--- src/rtl/sobel_pkg.sv ---
// -----------------------------------------------------------------------------
// sobel_pkg
// Shared definitions for the Sobel stream controller.
//   - Default geometry (512x512 frame, 16 pixels per beat) and the derived
//     beats-per-row / beats-per-frame values for that geometry.
//   - Helpers that derive the same values for other parameterisations and
//     size counters without ever producing a zero-width vector.
//   - Controller FSM state encoding.
// -----------------------------------------------------------------------------
package sobel_pkg;

    localparam int DEF_PIXELS_PER_BEAT = 16;
    localparam int DEF_IMAGE_DIM       = 512;
    localparam int DEF_BPR             = DEF_IMAGE_DIM / DEF_PIXELS_PER_BEAT;
    localparam int DEF_FRAME_BEATS     = DEF_BPR * DEF_IMAGE_DIM;

    // Width of a counter able to hold 0..n-1; never narrower than 1 bit.
    function automatic int clog2_min1(input int n);
        return ($clog2(n) < 1) ? 1 : $clog2(n);
    endfunction

    function automatic int calc_bpr(input int image_dim, input int pixels_per_beat);
        return image_dim / pixels_per_beat;
    endfunction

    localparam int DEF_COL_W  = clog2_min1(DEF_BPR);
    localparam int DEF_ROW_W  = clog2_min1(DEF_IMAGE_DIM);
    localparam int DEF_OCNT_W = clog2_min1(DEF_FRAME_BEATS + 1);

    typedef enum logic [2:0] {
        ST_CLR   = 3'd0,
        ST_IDLE  = 3'd1,
        ST_RUN   = 3'd2,
        ST_FLUSH = 3'd3,
        ST_DRAIN = 3'd4
    } state_t;

endpackage

--- src/rtl/sobel_stream_ctrl_vld_pipe.sv ---
// -----------------------------------------------------------------------------
// sobel_vld_pipe
// DEPTH-deep valid shift register that tracks which datapath slots hold real
// pixels. It moves only when the datapath moves, so its last stage is always
// aligned with the beat the datapath is presenting.
// Ports:
//   clk    in   clock, rising edge
//   areset in   asynchronous active-high reset (clears all stages)
//   clr    in   synchronous clear (between frames)
//   en     in   shift enable (datapath advance)
//   din    in   valid bit entering stage 0
//   dout   out  valid bit of the last stage
// -----------------------------------------------------------------------------
module sobel_vld_pipe #(
    parameter int DEPTH = 20
) (
    input  logic clk,
    input  logic areset,
    input  logic clr,
    input  logic en,
    input  logic din,
    output logic dout
);

    logic [DEPTH-1:0] vld_sr_q;
    logic [DEPTH-1:0] vld_sr_d;
    logic [DEPTH-1:0] shift_in;

    generate
        for (genvar gi = 0; gi < DEPTH; gi++) begin : g_shift
            if (gi == 0) begin : g_head
                assign shift_in[gi] = din;
            end else begin : g_tail
                assign shift_in[gi] = vld_sr_q[gi-1];
            end
        end
    endgenerate

    always_comb begin
        vld_sr_d = vld_sr_q;
        if (clr) begin
            vld_sr_d = '0;
        end else if (en) begin
            vld_sr_d = shift_in;
        end
    end

    always_ff @(posedge clk or posedge areset) begin
        if (areset) begin
            vld_sr_q <= '0;
        end else begin
            vld_sr_q <= vld_sr_d;
        end
    end

    assign dout = vld_sr_q[DEPTH-1];

endmodule

--- src/rtl/sobel_stream_ctrl.sv ---
// -----------------------------------------------------------------------------
// sobel_stream_ctrl
// AXI-Stream sequencer around a stall-driven, fixed-latency, row-buffered
// Sobel datapath. Turns the two stream handshakes into one stall line, pushes
// one zero row through after each frame so the last row gets computed, drops
// the first output row so outputs line up with input rows, and tags output
// rows (m_tlast) and frames (m_tuser). The datapath is held in reset for one
// cycle between frames so its row/column state starts clean.
// Ports:
//   clk, areset                   clock / asynchronous active-high reset
//   s_tdata/valid/ready/user/last input stream (tuser = start of frame,
//                                 tlast = end of row)
//   m_tdata/valid/ready/user/last output stream (tuser = first beat of frame,
//                                 tlast = last beat of each row)
//   dp_stall                      datapath stall (1 = hold)
//   dp_aresetn                    datapath synchronous reset, active low
//   dp_inp_frame                  datapath input (zero during FLUSH/DRAIN)
//   dp_out_frame                  datapath output
//   err_len                       sticky framing error, cleared by areset
// -----------------------------------------------------------------------------
module sobel_stream_ctrl
    import sobel_pkg::*;
#(
    parameter int PIXELS_PER_BEAT = 16,
    parameter int IMAGE_DIM       = 512,
    parameter int DATA_WIDTH      = 8 * PIXELS_PER_BEAT,
    parameter int DP_LATENCY      = 20
) (
    input  logic                  clk,
    input  logic                  areset,
    input  logic [DATA_WIDTH-1:0] s_tdata,
    input  logic                  s_tvalid,
    output logic                  s_tready,
    input  logic                  s_tuser,
    input  logic                  s_tlast,
    output logic [DATA_WIDTH-1:0] m_tdata,
    output logic                  m_tvalid,
    input  logic                  m_tready,
    output logic                  m_tuser,
    output logic                  m_tlast,
    output logic                  dp_stall,
    output logic                  dp_aresetn,
    output logic [DATA_WIDTH-1:0] dp_inp_frame,
    input  logic [DATA_WIDTH-1:0] dp_out_frame,
    output logic                  err_len
);

    localparam int BPR         = calc_bpr(IMAGE_DIM, PIXELS_PER_BEAT);
    localparam int FRAME_BEATS = BPR * IMAGE_DIM;
    localparam int COL_W       = clog2_min1(BPR);
    localparam int ROW_W       = clog2_min1(IMAGE_DIM);
    localparam int SKIP_W      = clog2_min1(BPR + 1);
    localparam int OCNT_W      = clog2_min1(FRAME_BEATS + 1);

    state_t              state_q,    state_d;
    logic [COL_W-1:0]    in_col_q,   in_col_d;
    logic [ROW_W-1:0]    in_row_q,   in_row_d;
    logic [SKIP_W-1:0]   skip_cnt_q, skip_cnt_d;
    logic [OCNT_W-1:0]   out_cnt_q,  out_cnt_d;
    logic [COL_W-1:0]    out_col_q,  out_col_d;
    logic                sent_q,     sent_d;
    logic                err_len_q,  err_len_d;

    logic ov;
    logic drop;
    logic hold;
    logic xfer;
    logic can_move;
    logic adv;
    logic col_last;
    logic row_last;
    logic first_beat;
    logic st_run;

    assign st_run = (state_q == ST_RUN);

    // Output side. The first row of each frame's datapath output is the
    // product of the zero row above the image and is thrown away; dropped
    // beats never present valid, so they cannot create back-pressure.
    assign drop = ov & (skip_cnt_q < SKIP_W'(BPR));
    // sent_q masks a beat that the sink already took while the pipeline could
    // not move (RUN with no input): the datapath keeps presenting the same
    // data, and without the mask the sink would receive it twice.
    assign m_tvalid = ov & ~drop & ~sent_q;
    assign m_tdata  = dp_out_frame;
    assign m_tuser  = m_tvalid & (out_cnt_q == '0);
    assign m_tlast  = m_tvalid & (out_col_q == COL_W'(BPR - 1));
    assign hold     = m_tvalid & ~m_tready;
    assign xfer     = m_tvalid & m_tready;

    assign can_move = (st_run & s_tvalid) | (state_q == ST_FLUSH) | (state_q == ST_DRAIN);
    assign adv      = ~hold & can_move;

    assign dp_stall     = ~adv;
    assign dp_aresetn   = (state_q != ST_CLR);
    assign dp_inp_frame = st_run ? s_tdata : '0;
    assign err_len      = err_len_q;

    assign col_last   = (in_col_q == COL_W'(BPR - 1));
    assign row_last   = (in_row_q == ROW_W'(IMAGE_DIM - 1));
    assign first_beat = (in_col_q == '0) && (in_row_q == '0);

    sobel_vld_pipe #(
        .DEPTH (DP_LATENCY)
    ) u_vld_pipe (
        .clk    (clk),
        .areset (areset),
        .clr    (state_q == ST_CLR),
        .en     (adv),
        .din    (st_run | (state_q == ST_FLUSH)),
        .dout   (ov)
    );

    always_comb begin
        state_d    = state_q;
        in_col_d   = in_col_q;
        in_row_d   = in_row_q;
        skip_cnt_d = skip_cnt_q;
        out_cnt_d  = out_cnt_q;
        out_col_d  = out_col_q;
        sent_d     = sent_q;
        err_len_d  = err_len_q;
        s_tready   = 1'b0;

        case (state_q)
            ST_CLR: begin
                state_d = ST_IDLE;
            end
            ST_IDLE: begin
                // Junk before start-of-frame is swallowed; the start-of-frame
                // beat itself is left on the bus for RUN to take.
                s_tready = ~(s_tvalid & s_tuser);
                if (s_tvalid & s_tuser) begin
                    state_d = ST_RUN;
                end
            end
            ST_RUN: begin
                s_tready = ~hold;
                // In RUN an advance is exactly an accepted input beat.
                if (adv) begin
                    if ((s_tlast != col_last) || (s_tuser && !first_beat)) begin
                        err_len_d = 1'b1;
                    end
                    if (col_last) begin
                        in_col_d = '0;
                        if (row_last) begin
                            in_row_d = '0;
                            state_d  = ST_FLUSH;
                        end else begin
                            in_row_d = in_row_q + 1'b1;
                        end
                    end else begin
                        in_col_d = in_col_q + 1'b1;
                    end
                end
            end
            ST_FLUSH: begin
                // The column counter is idle here and doubles as the count of
                // zero beats pushed.
                if (adv) begin
                    if (col_last) begin
                        in_col_d = '0;
                        state_d  = ST_DRAIN;
                    end else begin
                        in_col_d = in_col_q + 1'b1;
                    end
                end
            end
            ST_DRAIN: begin
                if (xfer && (out_cnt_q == OCNT_W'(FRAME_BEATS - 1))) begin
                    state_d = ST_CLR;
                end
            end
            default: begin
                state_d = ST_CLR;
            end
        endcase

        if (adv & drop) begin
            skip_cnt_d = skip_cnt_q + 1'b1;
        end

        if (xfer) begin
            out_cnt_d = out_cnt_q + 1'b1;
            out_col_d = (out_col_q == COL_W'(BPR - 1)) ? '0 : out_col_q + 1'b1;
        end

        if (adv) begin
            sent_d = 1'b0;
        end else if (xfer) begin
            sent_d = 1'b1;
        end

        if (state_q == ST_CLR) begin
            in_col_d   = '0;
            in_row_d   = '0;
            skip_cnt_d = '0;
            out_cnt_d  = '0;
            out_col_d  = '0;
            sent_d     = 1'b0;
        end
    end

    always_ff @(posedge clk or posedge areset) begin
        if (areset) begin
            state_q    <= ST_CLR;
            in_col_q   <= '0;
            in_row_q   <= '0;
            skip_cnt_q <= '0;
            out_cnt_q  <= '0;
            out_col_q  <= '0;
            sent_q     <= 1'b0;
            err_len_q  <= 1'b0;
        end else begin
            state_q    <= state_d;
            in_col_q   <= in_col_d;
            in_row_q   <= in_row_d;
            skip_cnt_q <= skip_cnt_d;
            out_cnt_q  <= out_cnt_d;
            out_col_q  <= out_col_d;
            sent_q     <= sent_d;
            err_len_q  <= err_len_d;
        end
    end

endmodule
--- config.mk ---
export PLATFORM = sky130hd
export DESIGN_NAME = sobel_stream_ctrl
export DESIGN_NICKNAME = d
export VERILOG_FILES = /design/src/rtl/sobel_pkg.sv /design/src/rtl/sobel_stream_ctrl_vld_pipe.sv /design/src/rtl/sobel_stream_ctrl.sv
export SDC_FILE = /design/constraint.sdc
export NUM_CORES = 1
export LEC_CHECK = 0
export BUFFER_PORTS_ARGS = -buffer_cell sky130_fd_sc_hd__buf_2
export CAP_MARGIN = 20
export CORE_AREA = 2 2 205 207
export CTS_CLUSTER_SIZE = 10
export DETAILED_ROUTE_END_ITERATION = 12
export DIE_AREA = 0 0 207 209
export GPL_TIMING_DRIVEN = 0
export PLACE_DENSITY = 0.35
export SYNTH_ARGS = -nofsm -noshare
export SYNTH_HDL_FRONTEND = slang
export SYNTH_SLANG_ARGS = --single-unit
--- constraint.sdc ---
create_clock -name clk -period 3.2 [get_ports clk]
set_input_delay 0.16 -clock clk [delete_from_list [all_inputs] [get_ports clk]]
set_output_delay 0.16 -clock clk [all_outputs]
set_load 0.02 [all_outputs]
# Word level (Yosys, flattened, before mapping)
# Index checks and enable logic that the tools add are counted.
dict set report op_classes {
  add_sub_neg 5
  n_lt_le_gt_ge 1
  shifts 0
  eq_ne 16
  div 0
  mul 0
  n_mux 31
  bitwise_logic 20
  reduce_logical 22
}
# op count
set op_table {}
lappend op_table {{128-bit two-way mux} 1}
lappend op_table {{9-bit two-way mux} 5}
lappend op_table {{20-bit two-way mux} 2}
lappend op_table {{5-bit two-way mux} 7}
lappend op_table {{15-bit two-way mux} 2}
lappend op_table {{3-bit two-way mux} 7}
lappend op_table {{15-bit by 1-bit adder with 15-bit output (second input constant)} 1}
lappend op_table {{15-bit by 14-bit equality test with 1-bit output (second input constant)} 1}
lappend op_table {{15-bit logical NOT} 1}
lappend op_table {{3-bit case mux with 5 select lines} 1}
lappend op_table {{6-bit two-way mux} 2}
lappend op_table {{2-bit inequality test (second input constant)} 6}
lappend op_table {{2-bit nonzero test} 6}
lappend op_table {{1-bit bitwise AND} 11}
lappend op_table {{5-bit by 1-bit adder with 5-bit output (second input constant)} 2}
lappend op_table {{5-bit equality test (second input constant)} 2}
lappend op_table {{9-bit by 1-bit adder with 9-bit output (second input constant)} 1}
lappend op_table {{9-bit equality test (second input constant)} 1}
lappend op_table {{9-bit logical NOT} 1}
lappend op_table {{7-bit AND reduction} 1}
lappend op_table {{6-bit by 1-bit adder with 6-bit output (second input constant)} 1}
lappend op_table {{3-bit by 2-bit equality test with 1-bit output (second input constant)} 2}
lappend op_table {{6-bit less-than comparator (second input constant)} 1}
lappend op_table {{1-bit inverter} 6}
lappend op_table {{other kinds (16)} 24}
dict set report word_totals {
  output_inout_bits 263
  ff_bits 65
  word_cells 104
  romBits 0
  ram_bits 0
  latchBits 0
  mem_count 0
}

# Longest topological paths before layout
dict set report depth {
  word_depth 11
  depth_mapped 10
}

# Cells and area by module
# From an unflattened synthesis, not the netlist that was laid out.
dict set report unflattened {
  hier_cells 625
  area_unflattened_um2 5222.5
}
# module area_per_inst_um2 seq_area_each_um2 instances cells_per_inst
set by_module_without_submodules {}
lappend by_module_without_submodules {sobel_stream_ctrl 4413.0 1126.1 1 560}
lappend by_module_without_submodules {sobel_vld_pipe 809.5 500.5 1 65}

# Worst setup path after synthesis
# No wires, ideal clock.
dict set report synth_path {
  kind {flip-flop to flip-flop}
  from {register in_row_q[0]}
  to {register in_row_q[3]}
  n_path_buf 1
  arrival_time_ps 2064
  setup_slack_ps 1058
  setup_time_ps 78
  t_required_ps 3122
  path_stages_with_launch 11
  cell_sequence {dfrtp_1 ha_1 and3_1 nand3_1 nor2_1 ha_1 clkbuf_2 nor2b_1 nand4_2 or3b_1 a21oi_1}
}
dict set report synth_via {
  elab_chain_len 6
  elab_cells_between_ends 7
  classes_between {add/sub: 1; eq/ne: 1; mux: 5}
}
# element line
set synth_lines {}
lappend synth_lines {{start, declared} sobel_stream_ctrl.sv:57} ;# logic [ROW_W-1:0] in_row_q, in_row_d;
lappend synth_lines {{start signal, assigned} sobel_stream_ctrl.sv:217} ;# in_row_q <= in_row_d;
lappend synth_lines {{9-bit by 1-bit adder with 9-bit output or 9-bit equality test (tied branches)} {sobel_stream_ctrl.sv:150, sobel_stream_ctrl.sv:100}}
lappend synth_lines {{9-bit two-way mux *} sobel_stream_ctrl.sv:146} ;# if (row_last) begin
lappend synth_lines {{9-bit two-way mux *} sobel_stream_ctrl.sv:144} ;# if (col_last) begin
lappend synth_lines {{9-bit two-way mux *} sobel_stream_ctrl.sv:140} ;# if (adv) begin
lappend synth_lines {{9-bit two-way mux *} sobel_stream_ctrl.sv:125} ;# case (state_q)
lappend synth_lines {{9-bit two-way mux *} sobel_stream_ctrl.sv:194} ;# if (state_q == ST_CLR) begin
# Every way passes the cells marked *; elsewhere a longest branch is shown, timed or not. The select of a mux whose other input is x is not followed.
# A chain may end at the register's enable or synchronous reset.

# Final worst setup path
dict set report layout_path {
  from {register state_q[0]}
  to {output dp_inp_frame[50]}
}
dict set report layout_via {
  elab_chain_len 2
}
# element line
set layout_lines {}
lappend layout_lines {{start, declared} sobel_stream_ctrl.sv:55} ;# state_t state_q, state_d;
lappend layout_lines {{start signal, assigned} sobel_stream_ctrl.sv:215} ;# state_q <= state_d;
lappend layout_lines {{3-bit by 2-bit equality test with 1-bit output} sobel_stream_ctrl.sv:75} ;# assign st_run = (state_q == ST_RUN);
lappend layout_lines {{128-bit two-way mux} sobel_stream_ctrl.sv:96} ;# assign dp_inp_frame = st_run ? s_tdata : '0;
lappend layout_lines {{end, declared} sobel_stream_ctrl.sv:43} ;# output logic [DATA_WIDTH-1:0] dp_inp_frame,
# Every way passes these cells.

==> summary.txt <==
Outcome
  – Status: finished clean

Global routing
  – Antenna violations before repair: 13
  – GRT Total Usage: roughly 14%
  – Largest net degree at the start of global routing: 49
  – Remaining global-route overflow: 0
  – Vias in the first global route: between 5,000 and 6,000
  – First-pass GRT wire length: 43,880 um

Clock tree
  – Clock root cell: clkbuf_16
  – Worst skew pair latency: 0.34 ns
  – Clock slew at reported path FFs: 0.06 ns
  – Post-CTS Setup Inserts: 0
  – CTS max path bufs: 2
  – TritonCTS buffer count: 9
  – CTS tree: built
  – Clock Sink Count: 65
  – H-tree levels: 3

Timing
  – Setup violators final: 0
  – Period utilization: about 88%
  – Unrepaired setup endpoints after global routing: false
  – Slew Limit Fails: 0
  – Clock Skews: 0.006136 ns
  – Setup TNS: 0 ns
  – Fmax: about 350 MHz
  – Worst-margin pin slew: between 0.6 and 0.7 ns
  – Final Hold Fails: 0
  – Final min period: between 2 and 3 ns
  – Slew HR: 55.24%

Power
  – Switch Pwr: 624.0 uW
  – Clock network power share: a little under half
  – Leakage power: 4.484 nW
  – Switching share of power: around a quarter
  – P_int: about 1.7 mW
  – Logic pwr share: between 10% and 20%
  – Worst vdd ir: between 0.0002 and 0.00025 V
  – Pwr dens: 283.7 nW/um^2
  – Sequential power share: between 30% and 40%

Die
  – Total core area: 41,290 sq um
  – # rows: 75
  – Die ar.: between 40,000 and 50,000 sq um
  – Starting Density: roughly 13%
  – I/O pin count: around 530
  – Die Ht: between 200 and 250 um
  – Die W: roughly 210 um

Final layout
  – Commonest non-fill, non-tap cells in the layout: 401 x buf_2, 129 x buf_4, 129 x and2_1
  – Share of post-route cells with drive strength above 1: 52.83%
  – Final Non-Filler Cells: between 1,500 and 2,000
  – Layout Nets: 1,328
  – Most common cell after layout, fill and taps aside: buf_2
  – Layout area overhead: 57.80%
  – Fill cell count: between 4,000 and 5,000

Place
  – Gpl congestion: a little under 0.9
  – HPWL after DPL: ~28,000 um
  – Port buffer count: 396
  – Dpl cells: 1,582

Routing
  – Routed Antenna Nets: 0
  – Via density per instance: 3.685
  – Routed WL per cell: 20.06 um
  – DRT Wirelength: roughly 32,000 um
  – DR pass1 iterations: 4
  – DR iter-0 viols: 250
  – Via Count: a little under 6,000
  – # DRC: 0

Setup path
  – CP Data Arrival Time: roughly 2.7 ns
  – Crit start category: flop
  – Crit path max fanout: 10
  – Cells along the critical path: buf_2 > nor3b_2 > clkbuf_2 > clkbuf_1 > and2_1 > buf_2
  – Slowest CP cell: nor3b_2
  – CP Data Required Time: approximately 3.0 ns
  – Worst path most repeated cell: buf_2
  – Crit path capture type: output port
  – Critical Path Max Stage Delay: 0.49 ns
  – Crit path buf inv count: 4
  – Critical path class: flop to output port
  – Cell family with most CP delay: buffers and inverters

Synthesis
  – Syn_nets: 919
  – Sequential element share of the synthesized area: between 30% and 40%
  – Main synth FF type: dfrtp_1
  – Count of cell types in the netlist: 50
  – Mean Syn Cell Area: approximately 8.1 sq um
  – #FFs+latches synth: 65
  – Cells after synthesis: roughly 650
  – Yosys warns: 0
  – EDFF count, synth: 0
  – Share of async-settable or async-resettable flops after synthesis: between 90% and 100%
  – Mapped Area: ~5300 sq um

Flow run
  – Max cap viols: 0

Worst hold path
  – HP Class: input pin to flop
==> layout make-up <==
class	instances	area [sq um]	area share, %
plain buffers	166	1116	13.46
flip-flops and latches	65	1627	19.61
clock buffers	9	225.2	2.715
multi-input cells	401	2462	29.69
clock inverters	7	102.6	1.237
inverters	14	55.05	0.6638
diodes	5	12.51	0.1509
repair buffers	398	2019	24.35
well taps	539	674.4	8.131
==> routing by layer <==
metal  up-vias  share of wire (%)  global-route usage, %
li1       2860                  -                      -
met3        27                9.8                  6.958
met5         -               0.15                      0
met4         8                1.4                  2.635
met1      2763                 40                  15.95
met2       253                 49                  24.06
==> cell usage after synthesis, types with 3 or more instances <==
| cell | number | share of area (%) |
|---|---|---|
| nand4_1 | 5 | 0.60 |
| nor3_1 | 3 | 0.29 |
| o21ai_0 | 36 | 3.4 |
| nor4b_1 | 6 | 1.0 |
| or3_1 | 7 | 0.83 |
| buf_4 | 129 | 18 |
| and3_1 | 6 | 0.71 |
| dfrtp_1 | 65 | 31 |
| ha_1 | 11 | 2.6 |
| and2_1 | 129 | 15 |
| inv_1 | 14 | 1.0 |
| clkbuf_1 | 30 | 2.1 |
| a31oi_1 | 5 | 0.60 |
| nor2_1 | 21 | 1.5 |
| nor4_1 | 4 | 0.48 |
| buf_2 | 5 | 0.48 |
| o31ai_1 | 3 | 0.43 |
| nand3_1 | 39 | 3.7 |
| and4_1 | 5 | 0.83 |
| o211ai_1 | 4 | 0.57 |
| a21oi_1 | 45 | 4.3 |
| xor2_1 | 7 | 1.2 |
| or4_1 | 5 | 0.71 |
| nand2_1 | 27 | 1.9 |
==> state kept, by name (all words and copies together), names as in the netlist <==
| register | cells |
|---|---|
| u_vld_pipe.vld_sr_q | 20 |
| skip_cnt_q | 6 |
| state_q | 3 |
| in_row_q | 9 |
| in_col_q | 5 |
| out_cnt_q | 15 |
| sent_q | 1 |
| err_len | 1 |
| out_col_q | 5 |
==> worst paths after layout <==
kind	start	to	slack [ns]	cells past startpoint
max	state_q[0]$_DFFE_PP0P_	dp_inp_frame[50]	0.37	6
min	s_tuser	err_len$_DFFE_PP0P_	0.26	3
max reg2reg	in_row_q[0]$_DFFE_PP0P_	in_row_q[7]$_DFFE_PP0P_	0.74	10
min reg2reg	err_len$_DFFE_PP0P_	err_len$_DFFE_PP0P_	0.49	1
max in group asynchronous	areset	out_col_q[2]$_DFFE_PP0P_	2.34	4
min in group asynchronous	areset	in_row_q[6]$_DFFE_PP0P_	0.32	3
==> logic make-up after synthesis <==
| logic type | after synthesis | synth area share, % |
|---|---|---|
| simple gates | 277 | 31.71 |
| mux | 2 | 0.3809 |
| flops | 65 | 30.95 |
| xor+xnor | 9 | 1.500 |
| buf+inv | 180 | 22.21 |
| compound gates | 102 | 10.64 |
| fa+ha+maj | 11 | 2.618 |
==> worst reg2reg max path, stage by stage, from the launching register on <==
cell and delay [ns]:
dfrtp_1 0.41, ha_1 0.25, and3_1 0.23, nand3_1 0.12
nor2_1 0.06, ha_1 0.17, clkbuf_2 0.18, nor2b_1 0.16
nand4_2 0.24, or3_1 0.42, a21oi_1 0.15
==> per-stage QoR <==
step	util (%)	power [mW]	setup slack (ns)	hold slack, ns	instance area (sq um)
finish	20.09	2.353	0.3683	0.2578	8294
global route	20.09	2.463	0.1516	0.2669	8294
floorplan	-	1.087	1.058	0.3933	5256
global placement	19.16	1.263	0.1561	0.4553	7913
CTS	20.05	2.405	0.05739	0.2513	8280
detailed placement	19.24	1.265	0.4486	0.1400	7943
==> power groups by stage <==
stage	sequential, mW	clock, mW	combinational (mW)
after floorplan	0.837	0	0.250
after global placement	0.837	0	0.426
after detailed placement	0.837	0	0.428
after CTS	0.822	1.15	0.432
after global routing	0.821	1.19	0.454
final	0.822	1.10	0.427
==> what timing repair did <==
| item | in CTS | in global routing |
|---|---|---|
| setup endpoints to repair | 0 | 8 |
| hold buffers | 1 | 0 |
| gates resized for setup | 0 | 2 |
| endpoints found under the hold margin | 17 | 0 |
(Power assumes the default switching activity.)
